### src/rtl/aurora_link_supervisor.sv
// Aurora bring-up supervisor: sequences gt_reset / reset / datapath reset on init_clk,
// qualifies channel_up, retries on timeout and parks in FAIL after MAX_RETRIES.
module aurora_link_supervisor #(
    parameter int unsigned GT_RST_CYCLES   = 16,
    parameter int unsigned CORE_RST_CYCLES = 16,
    parameter int unsigned STABLE_CYCLES   = 8,
    parameter int unsigned UP_TIMEOUT      = 4096,
    parameter int unsigned MAX_RETRIES     = 3,
    parameter int unsigned CNT_W           = 16
) (
    input  logic       init_clk,
    input  logic       RST,
    input  logic       channel_up,
    input  logic       restart,
    output logic       gt_reset,
    output logic       reset_Aurora,
    output logic       reset_TX_RX_Block,
    output logic       link_ok,
    output logic       link_fail,
    output logic [3:0] retry_count,
    output logic [7:0] drop_count,
    output logic [2:0] state
);

    typedef enum logic [2:0] {
        ST_GT_RST   = 3'd0,
        ST_CORE_RST = 3'd1,
        ST_WAIT_UP  = 3'd2,
        ST_LINK_UP  = 3'd3,
        ST_FAIL     = 3'd4
    } state_e;

    localparam logic [CNT_W-1:0] GT_LAST     = CNT_W'(GT_RST_CYCLES - 1);
    localparam logic [CNT_W-1:0] CORE_LAST   = CNT_W'(CORE_RST_CYCLES - 1);
    localparam logic [CNT_W-1:0] STABLE_LAST = CNT_W'(STABLE_CYCLES - 1);
    localparam logic [CNT_W-1:0] TO_LAST     = CNT_W'(UP_TIMEOUT - 1);
    localparam logic [3:0]       RETRY_MAX   = 4'(MAX_RETRIES);

    state_e           state_q, state_d;
    logic [CNT_W-1:0] cnt_q, cnt_d;
    logic [CNT_W-1:0] stable_q, stable_d;
    logic [3:0]       retry_q, retry_d;
    logic [7:0]       drop_q, drop_d;
    logic             sync1_q, up_s_q;
    logic             gt_q, gt_d;
    logic             rsta_q, rsta_d;
    logic             rstb_q, rstb_d;
    logic             ok_q, ok_d;
    logic             fail_q, fail_d;

    always_ff @(posedge init_clk or posedge RST) begin
        if (RST) begin
            sync1_q <= 1'b0;
            up_s_q  <= 1'b0;
        end else begin
            sync1_q <= channel_up;
            up_s_q  <= sync1_q;
        end
    end

    always_comb begin
        state_d  = state_q;
        cnt_d    = cnt_q + 1'b1;
        stable_d = '0;
        retry_d  = retry_q;
        drop_d   = drop_q;

        case (state_q)
            ST_GT_RST: begin
                if (cnt_q == GT_LAST) begin
                    state_d = ST_CORE_RST;
                    cnt_d   = '0;
                end
            end
            ST_CORE_RST: begin
                if (cnt_q == CORE_LAST) begin
                    state_d = ST_WAIT_UP;
                    cnt_d   = '0;
                end
            end
            ST_WAIT_UP: begin
                // Stability is checked first so a success on the timeout edge still links.
                if (up_s_q && (stable_q == STABLE_LAST)) begin
                    state_d = ST_LINK_UP;
                    cnt_d   = '0;
                    retry_d = '0;
                end else begin
                    stable_d = up_s_q ? stable_q + 1'b1 : '0;
                    if (cnt_q == TO_LAST) begin
                        cnt_d    = '0;
                        stable_d = '0;
                        if (retry_q == RETRY_MAX) begin
                            state_d = ST_FAIL;
                        end else begin
                            state_d = ST_GT_RST;
                            retry_d = retry_q + 4'd1;
                        end
                    end
                end
            end
            ST_LINK_UP: begin
                if (!up_s_q) begin
                    state_d = ST_WAIT_UP;
                    cnt_d   = '0;
                    if (drop_q != 8'hFF) begin
                        drop_d = drop_q + 8'd1;
                    end
                end
            end
            ST_FAIL: begin
            end
            default: begin
                state_d = ST_GT_RST;
                cnt_d   = '0;
            end
        endcase

        if (restart) begin
            state_d  = ST_GT_RST;
            cnt_d    = '0;
            stable_d = '0;
            retry_d  = '0;
        end
    end

    // Outputs decode the next state so they register on the same edge as the state.
    always_comb begin
        gt_d   = 1'b1;
        rsta_d = 1'b1;
        rstb_d = 1'b1;
        ok_d   = 1'b0;
        fail_d = 1'b0;
        case (state_d)
            ST_GT_RST: begin
            end
            ST_CORE_RST: begin
                gt_d = 1'b0;
            end
            ST_WAIT_UP: begin
                gt_d   = 1'b0;
                rsta_d = 1'b0;
            end
            ST_LINK_UP: begin
                gt_d   = 1'b0;
                rsta_d = 1'b0;
                rstb_d = 1'b0;
                ok_d   = 1'b1;
            end
            ST_FAIL: begin
                fail_d = 1'b1;
            end
            default: begin
            end
        endcase
    end

    always_ff @(posedge init_clk or posedge RST) begin
        if (RST) begin
            state_q  <= ST_GT_RST;
            cnt_q    <= '0;
            stable_q <= '0;
            retry_q  <= '0;
            drop_q   <= '0;
            gt_q     <= 1'b1;
            rsta_q   <= 1'b1;
            rstb_q   <= 1'b1;
            ok_q     <= 1'b0;
            fail_q   <= 1'b0;
        end else begin
            state_q  <= state_d;
            cnt_q    <= cnt_d;
            stable_q <= stable_d;
            retry_q  <= retry_d;
            drop_q   <= drop_d;
            gt_q     <= gt_d;
            rsta_q   <= rsta_d;
            rstb_q   <= rstb_d;
            ok_q     <= ok_d;
            fail_q   <= fail_d;
        end
    end

    assign gt_reset          = gt_q;
    assign reset_Aurora      = rsta_q;
    assign reset_TX_RX_Block = rstb_q;
    assign link_ok           = ok_q;
    assign link_fail         = fail_q;
    assign retry_count       = retry_q;
    assign drop_count        = drop_q;
    assign state             = state_q;

endmodule

### config.mk
export PLATFORM = sky130hd
export DESIGN_NAME = aurora_link_supervisor
export DESIGN_NICKNAME = d
export VERILOG_FILES = /design/src/rtl/aurora_link_supervisor.sv
export SDC_FILE = /design/constraint.sdc
export NUM_CORES = 1
export LEC_CHECK = 0
export CORE_MARGIN = 2
export CORE_UTILIZATION = 30
export DETAILED_ROUTE_END_ITERATION = 10
export PLACE_DENSITY_LB_ADDON = 0.08
export SLEW_MARGIN = 5
export SYNTH_ARGS = -nofsm -noshare
export SYNTH_HDL_FRONTEND = slang
export SYNTH_SLANG_ARGS = --single-unit
### constraint.sdc
create_clock -name init_clk -period 1.97 [get_ports init_clk]
set_input_delay 0.394 -clock init_clk [delete_from_list [all_inputs] [get_ports init_clk]]
set_output_delay 0.394 -clock init_clk [all_outputs]
set_load 0.01 [all_outputs]
Word level (Yosys, flattened, before mapping)
Cells that the tools add are included.
{"block": "classes", "muxes": 29, "bitwise": 1, "eq_ne": 14, "n_addsub": 4, "n_reduce_logical": 9}
{"operator": "two-way mux 16 bit", "count": 10}
{"operator": "case mux 16 bit (4 select lines)", "count": 1}
{"operator": "adder 16 x 1 -> 16 bit, second input constant", "count": 2}
{"operator": "two-way mux 3 bit", "count": 7}
{"operator": "two-way mux 4 bit", "count": 5}
{"operator": "equality test 16 x 12 -> 1 bit, second input constant", "count": 1}
{"operator": "equality test 16 x 3 -> 1 bit, second input constant", "count": 1}
{"operator": "equality test 16 x 4 -> 1 bit, second input constant", "count": 1}
{"operator": "case mux 3 bit (5 select lines)", "count": 1}
{"operator": "equality test 3 x 2 -> 1 bit, second input constant", "count": 4}
{"operator": "adder 8 x 1 -> 8 bit, second input constant", "count": 1}
{"operator": "inequality test 8 bit, second input constant", "count": 1}
{"operator": "equality test 3 x 1 -> 1 bit, second input constant", "count": 2}
{"operator": "equality test 3 bit, second input constant", "count": 2}
{"operator": "AND reduction 3 bit", "count": 2}
{"operator": "two-way mux 1 bit", "count": 5}
{"operator": "adder 4 x 1 -> 4 bit, second input constant", "count": 1}
{"operator": "equality test 4 x 2 -> 1 bit, second input constant", "count": 1}
{"operator": "OR reduction 2 bit", "count": 2}
{"operator": "zero test 3 bit", "count": 1}
{"operator": "inequality test 3 bit, second input constant", "count": 1}
{"operator": "nonzero test 3 bit", "count": 1}
{"operator": "OR reduction 3 bit", "count": 1}
{"operator": "nonzero test 2 bit", "count": 1}
{"operator": "other kinds (2)", "count": 2}
{"block": "word_totals", "out_inout_bits": 20, "inputBits": 4, "register_bits": 54}

Logic depth before layout (Yosys ltp)
{"block": "logic_depth", "word_depth": 9, "mapped_depth": 9}

Worst setup path before layout
Ideal clock, no wire load.
{"block": "synth_timing", "path_type": "reg-to-reg", "start": "reg stable_q[0]", "end": "reg stable_q[10]", "path_buffers": 4, "synth_period_minus_slack_ns": 2.154, "setup_ns": 0.071, "t_arrival_ns": 2.083, "stages_incl_launch_ff": 10, "setup_slack_ns": -0.184, "cell_sequence": "dfrtp_1 > ha_1 > clkbuf_1 > nor4b_1 > and4_1 > clkbuf_1 > or4_1 > clkbuf_2 > buf_4 > nor2_1"}
{"block": "synth_between", "elab_chain_len": 6}
{"element": "start, declared", "line_no": "41", "rtl": "logic [CNT_W-1:0] stable_q, stable_d;"}
{"element": "start signal, assigned", "line_no": "172", "rtl": "stable_q <= stable_d;"}
{"element": "adder 16 x 1 -> 16 bit", "line_no": "88", "rtl": "stable_d = up_s_q ? stable_q + 1'b1 : '0;"}
{"element": "two-way mux 16 bit", "line_no": "88"}
{"element": "two-way mux 16 bit", "line_no": "89", "rtl": "if (cnt_q == TO_LAST) begin"}
{"element": "two-way mux 16 bit *", "line_no": "83", "rtl": "if (up_s_q && (stable_q == STABLE_LAST)) begin"}
{"element": "two-way mux 16 bit *", "line_no": "68", "rtl": "case (state_q)"}
{"element": "two-way mux 16 bit *", "line_no": "118", "rtl": "if (restart) begin"}
{"element": "named net stable_d[10]", "line_no": "41"}
The timed path passes the listed nets; every way through them passes the cells marked *.
A chain may end at the register's enable or synchronous reset.

Worst setup path in the final report
{"block": "layout_timing", "start": "reg cnt_q[15]", "end": "reg cnt_q[12]"}
{"block": "layout_between", "elab_chain_len": 5}
{"element": "start, declared", "line_no": "40", "rtl": "logic [CNT_W-1:0] cnt_q, cnt_d;"}
{"element": "start signal, assigned", "line_no": "171", "rtl": "cnt_q <= cnt_d;"}
{"element": "equality test 16 x 12 -> 1 bit", "line_no": "89"}
{"element": "two-way mux 16 bit", "line_no": "89"}
{"element": "two-way mux 16 bit", "line_no": "83"}
{"element": "case mux 16 bit (4 select lines) *", "line_no": "68"}
{"element": "two-way mux 16 bit *", "line_no": "118"}
{"element": "named net cnt_d[12]", "line_no": "40"}
Marked as above.

==> impl_metrics.csv <==
group,metric,value,unit
grt,grt_max_degree,55,
synth,synth.most_common_cell,"dfrtp_1",
floorplanning,fp.dieH,96.9,µm
routing,final_antenna_net_count,0,
sta,setup_viol,17,
grt,grt_usage,12.0,%
final_layout,final_cell_area,0.00337,mm²
final_layout,ff_latch_area,0.00136,mm²
floorplanning,rows,33,
clock_network,cts_tree,"built",
sta,hold_viol,0,
placement,postPlaceCellArea,0.00321,mm²
grt,grt-ovfl-total,0,
placement,hpwl,3810,µm
sta,max_slew.worst_pin.slew,0.386,ns
placement,dp.cells,406,
hold_path,worstHoldPathCells,0,
power,vdd_drop_max,302,µV
synth,synth.distinct_cells,43,
final_layout,multiInputGateArea,0.00122,mm²
sta,period_share,103,%
floorplanning,fp.dieArea,0.00939,mm²
grt,antenna_found_initial,0,
setup_path,worst_r2r_path_depth,6,
placement,pre_cts_slack,-0.0503,ns
setup_path,critical_path_depth,6,
sta,setup_ws,-0.0542,ns
routing,totalWireLength,5390,µm
synth,yosysSeqAreaShare,52.3,%
setup_path,crit_chain,"or4_4 > nand4b_1 > a221o_1 > o21ai_4 > buf_12 > nor2_1",
sta,max_freq,0.494,GHz
setup_path,cpPeakStageDelay,0.56,ns
sta,rsz0062_at_grt,"yes",
final_layout,drive_above_1_share,19.9,%
setup_path,crit_buf_inv,1,
grt,grt_first_pass_wirelength,9400,µm
synth,synth_edf_count,0,
final_layout,layout.nets,318,
routing,vias,1977,
floorplanning,io_pins,24,
clock_network,htreeDepth,2,
setup_path,worstSetupStartpointType,"flip-flop",
synth,synth_top_area_share,49.3,%
setup_path,arrival,2.22,ns
synth,synthTopCellsByCount,"dfrtp_1, nor2_1, xor2_1, nand3_1, xnor2_1",
power,p_per_area,580,mW/mm²
synth,synth_area,0.00259,mm²
grt,first_global_vias,1951,
routing,drc,0,
floorplanning,dieWidth,96.9,µm
synth,yosysWarnings,0,
setup_path,path_max_fanout,16,
sta,min_period,2.02,ns
power,p_leak,1.44,nW
routing,dr.pass1.iters,4,
clock_network,root_buffer,"clkbuf_8",
setup_path,crit_type,"flip-flop to flip-flop",
synth,synthFlopType,"dfrtp_1",
final_layout,diodes,0,
setup_path,slowest_stage,"or4_4",
setup_path,cp-end-kind,"flip-flop",
synth,syn_nets,260,
final_layout,stdcell_count,416,
synth,postSynthCellCount,252,
clock_network,clockBufferDepth,2,
routing,wl_per_cell,12.9,µm
setup_path,required,2.17,ns
sta,hold-worst-slack,0.358,ns
routing,vias_per_cell,4.75,
floorplanning,initial_core_util,31.2,%
hold_path,hold_path_class,"flip-flop to flip-flop",
placement,port-buffer-count,23,
synth,async_reset_ff_share,100,%
sta,final_max_slew_viol_count,0,
synth,synth.area.top_cells,"dfrtp_1, xor2_1, nor2_1",
sta,max-slew-margin-rel,73.6,%
outcome,outcome,"finished with violations",
final_layout,syn_to_final_growth,30.4,%
floorplanning,core-area,0.00830,mm²
placement,place_congestion,0.784,
routing,drtIter0Drc,59,
synth,synth_area_leader_cell,"dfrtp_1",
final_layout,fillCellCount,847,
flow_run,maxCapViolCount,0,
synth,synth-seq-cells,54,
sta,fin_worst_skew,0.00957,ns
clock_network,cts_made_buffers,5,
setup_path,cp_top_family,"simple AND/OR/NAND/NOR gates",
outcome,violations,"setup timing",
synth,synth.avg_cell_area,10.3,µm²
clock_network,clk_pin_slew_worst_paths,0.10,ns
clock_network,clk_latency,0.31,ns
clock_network,cts_num_sinks,54,
[worst reg2reg max path, stage by stage (launching register included)]
cell	delay, ns
dfrtp_1	0.39
or4_4	0.56
nand4b_1	0.23
a221o_1	0.36
o21ai_4	0.16
buf_12	0.16
nor2_1	0.06
[report_power, final]
part / switching (W) / internal (W)
clock: 0.000386 / 0.000379
combinational: 0.0000427 / 0.0000282
sequential: 0.00000570 / 0.00112
[layer usage]
layer  routed length [µm]  track usage [%]
met1                 2720             17.2
met2                 2450             18.1
met3                  175             2.75
met4                   39             3.58
met5                    0                0
[through the flow]
stage	TNS (ns)	total power (W)	util, %
2_1_floorplan	-1.22	0.00118	-
4_1_cts	-1.06	0.00198	40.1
3_3_place_gp	0	0.00122	38.7
3_5_place_dp	-0.723	0.00122	38.7
5_1_grt	-3.03	0.00205	40.7
6_report	-0.711	0.00196	40.7
[registers in the layout (all words and copies together), names as in the netlist]
name               count
state                  3
retry_count            4
sync1_q                1
up_s_q                 1
link_ok                1
link_fail              1
stable_q              16
gt_reset               1
cnt_q                 16
drop_count             8
reset_TX_RX_Block      1
reset_Aurora           1
[worst paths after layout]
path	start	slack [ns]	end
min in group asynchronous	RST	0.45	drop_count[7]
setup reg to reg	cnt_q[15]	-0.05	cnt_q[12]
max in group asynchronous	RST	1.23	reset_TX_RX_Block
hold reg to reg	sync1_q	0.36	up_s_q
hold / removal	sync1_q	0.36	up_s_q
setup / recovery	cnt_q[15]	-0.05	cnt_q[12]
[cell usage in the layout, fill, tap and decap left out, drive strengths merged, types with 2 or more instances in the layout]
cell type,n
dfrtp,51
and4,5
buf,35
a21oi,6
ha,4
or4,3
nor2,44
clkdlybuf4s50,23
and2,2
nor2b,2
o31ai,2
nor4,5
dfstp,3
nand3,16
or2,2
nand2,10
xor2,23
nand2b,3
clkinvlp,2
inv,6
and3,6
xnor2,13
nand4,11
nor3,3
o21ai,8
clkbuf,5
nand4b,2
a31oi,2
[cell families (layout without fill, tap and decap cells)]
| kind of cell | count (synthesis) | in the layout | synth area share (%) |
|---|---|---|---|
| xor+xnor | 36 | 36 | 12.2 |
| mux | 1 | 1 | 0.435 |
| flops | 54 | 54 | 52.3 |
| buf+inv | 13 | 72 | 2.22 |
| compound gates | 24 | 24 | 5.90 |
| simple gates | 120 | 120 | 25.0 |
| fa+ha+maj | 4 | 4 | 1.93 |
[cell type report]
class	instances	share of cell area [%]
flip-flops and latches	54	40.2
multi-input cells	185	36.1
repair buffers	58	15.8
well taps	105	3.89
clock buffers	5	2.04
clock inverters	3	1.33
inverters	6	0.667
[repair_timing]
| item | 4_1_cts | 5_1_grt |
|---|---|---|
| hold buffers | 0 | 0 |
| gates resized for setup | 1 | 13 |
| setup buffers | 0 | 2 |
| endpoints found under the setup margin | 18 | 38 |
| pin swaps | 0 | 9 |
(Power assumes the default switching activity.)
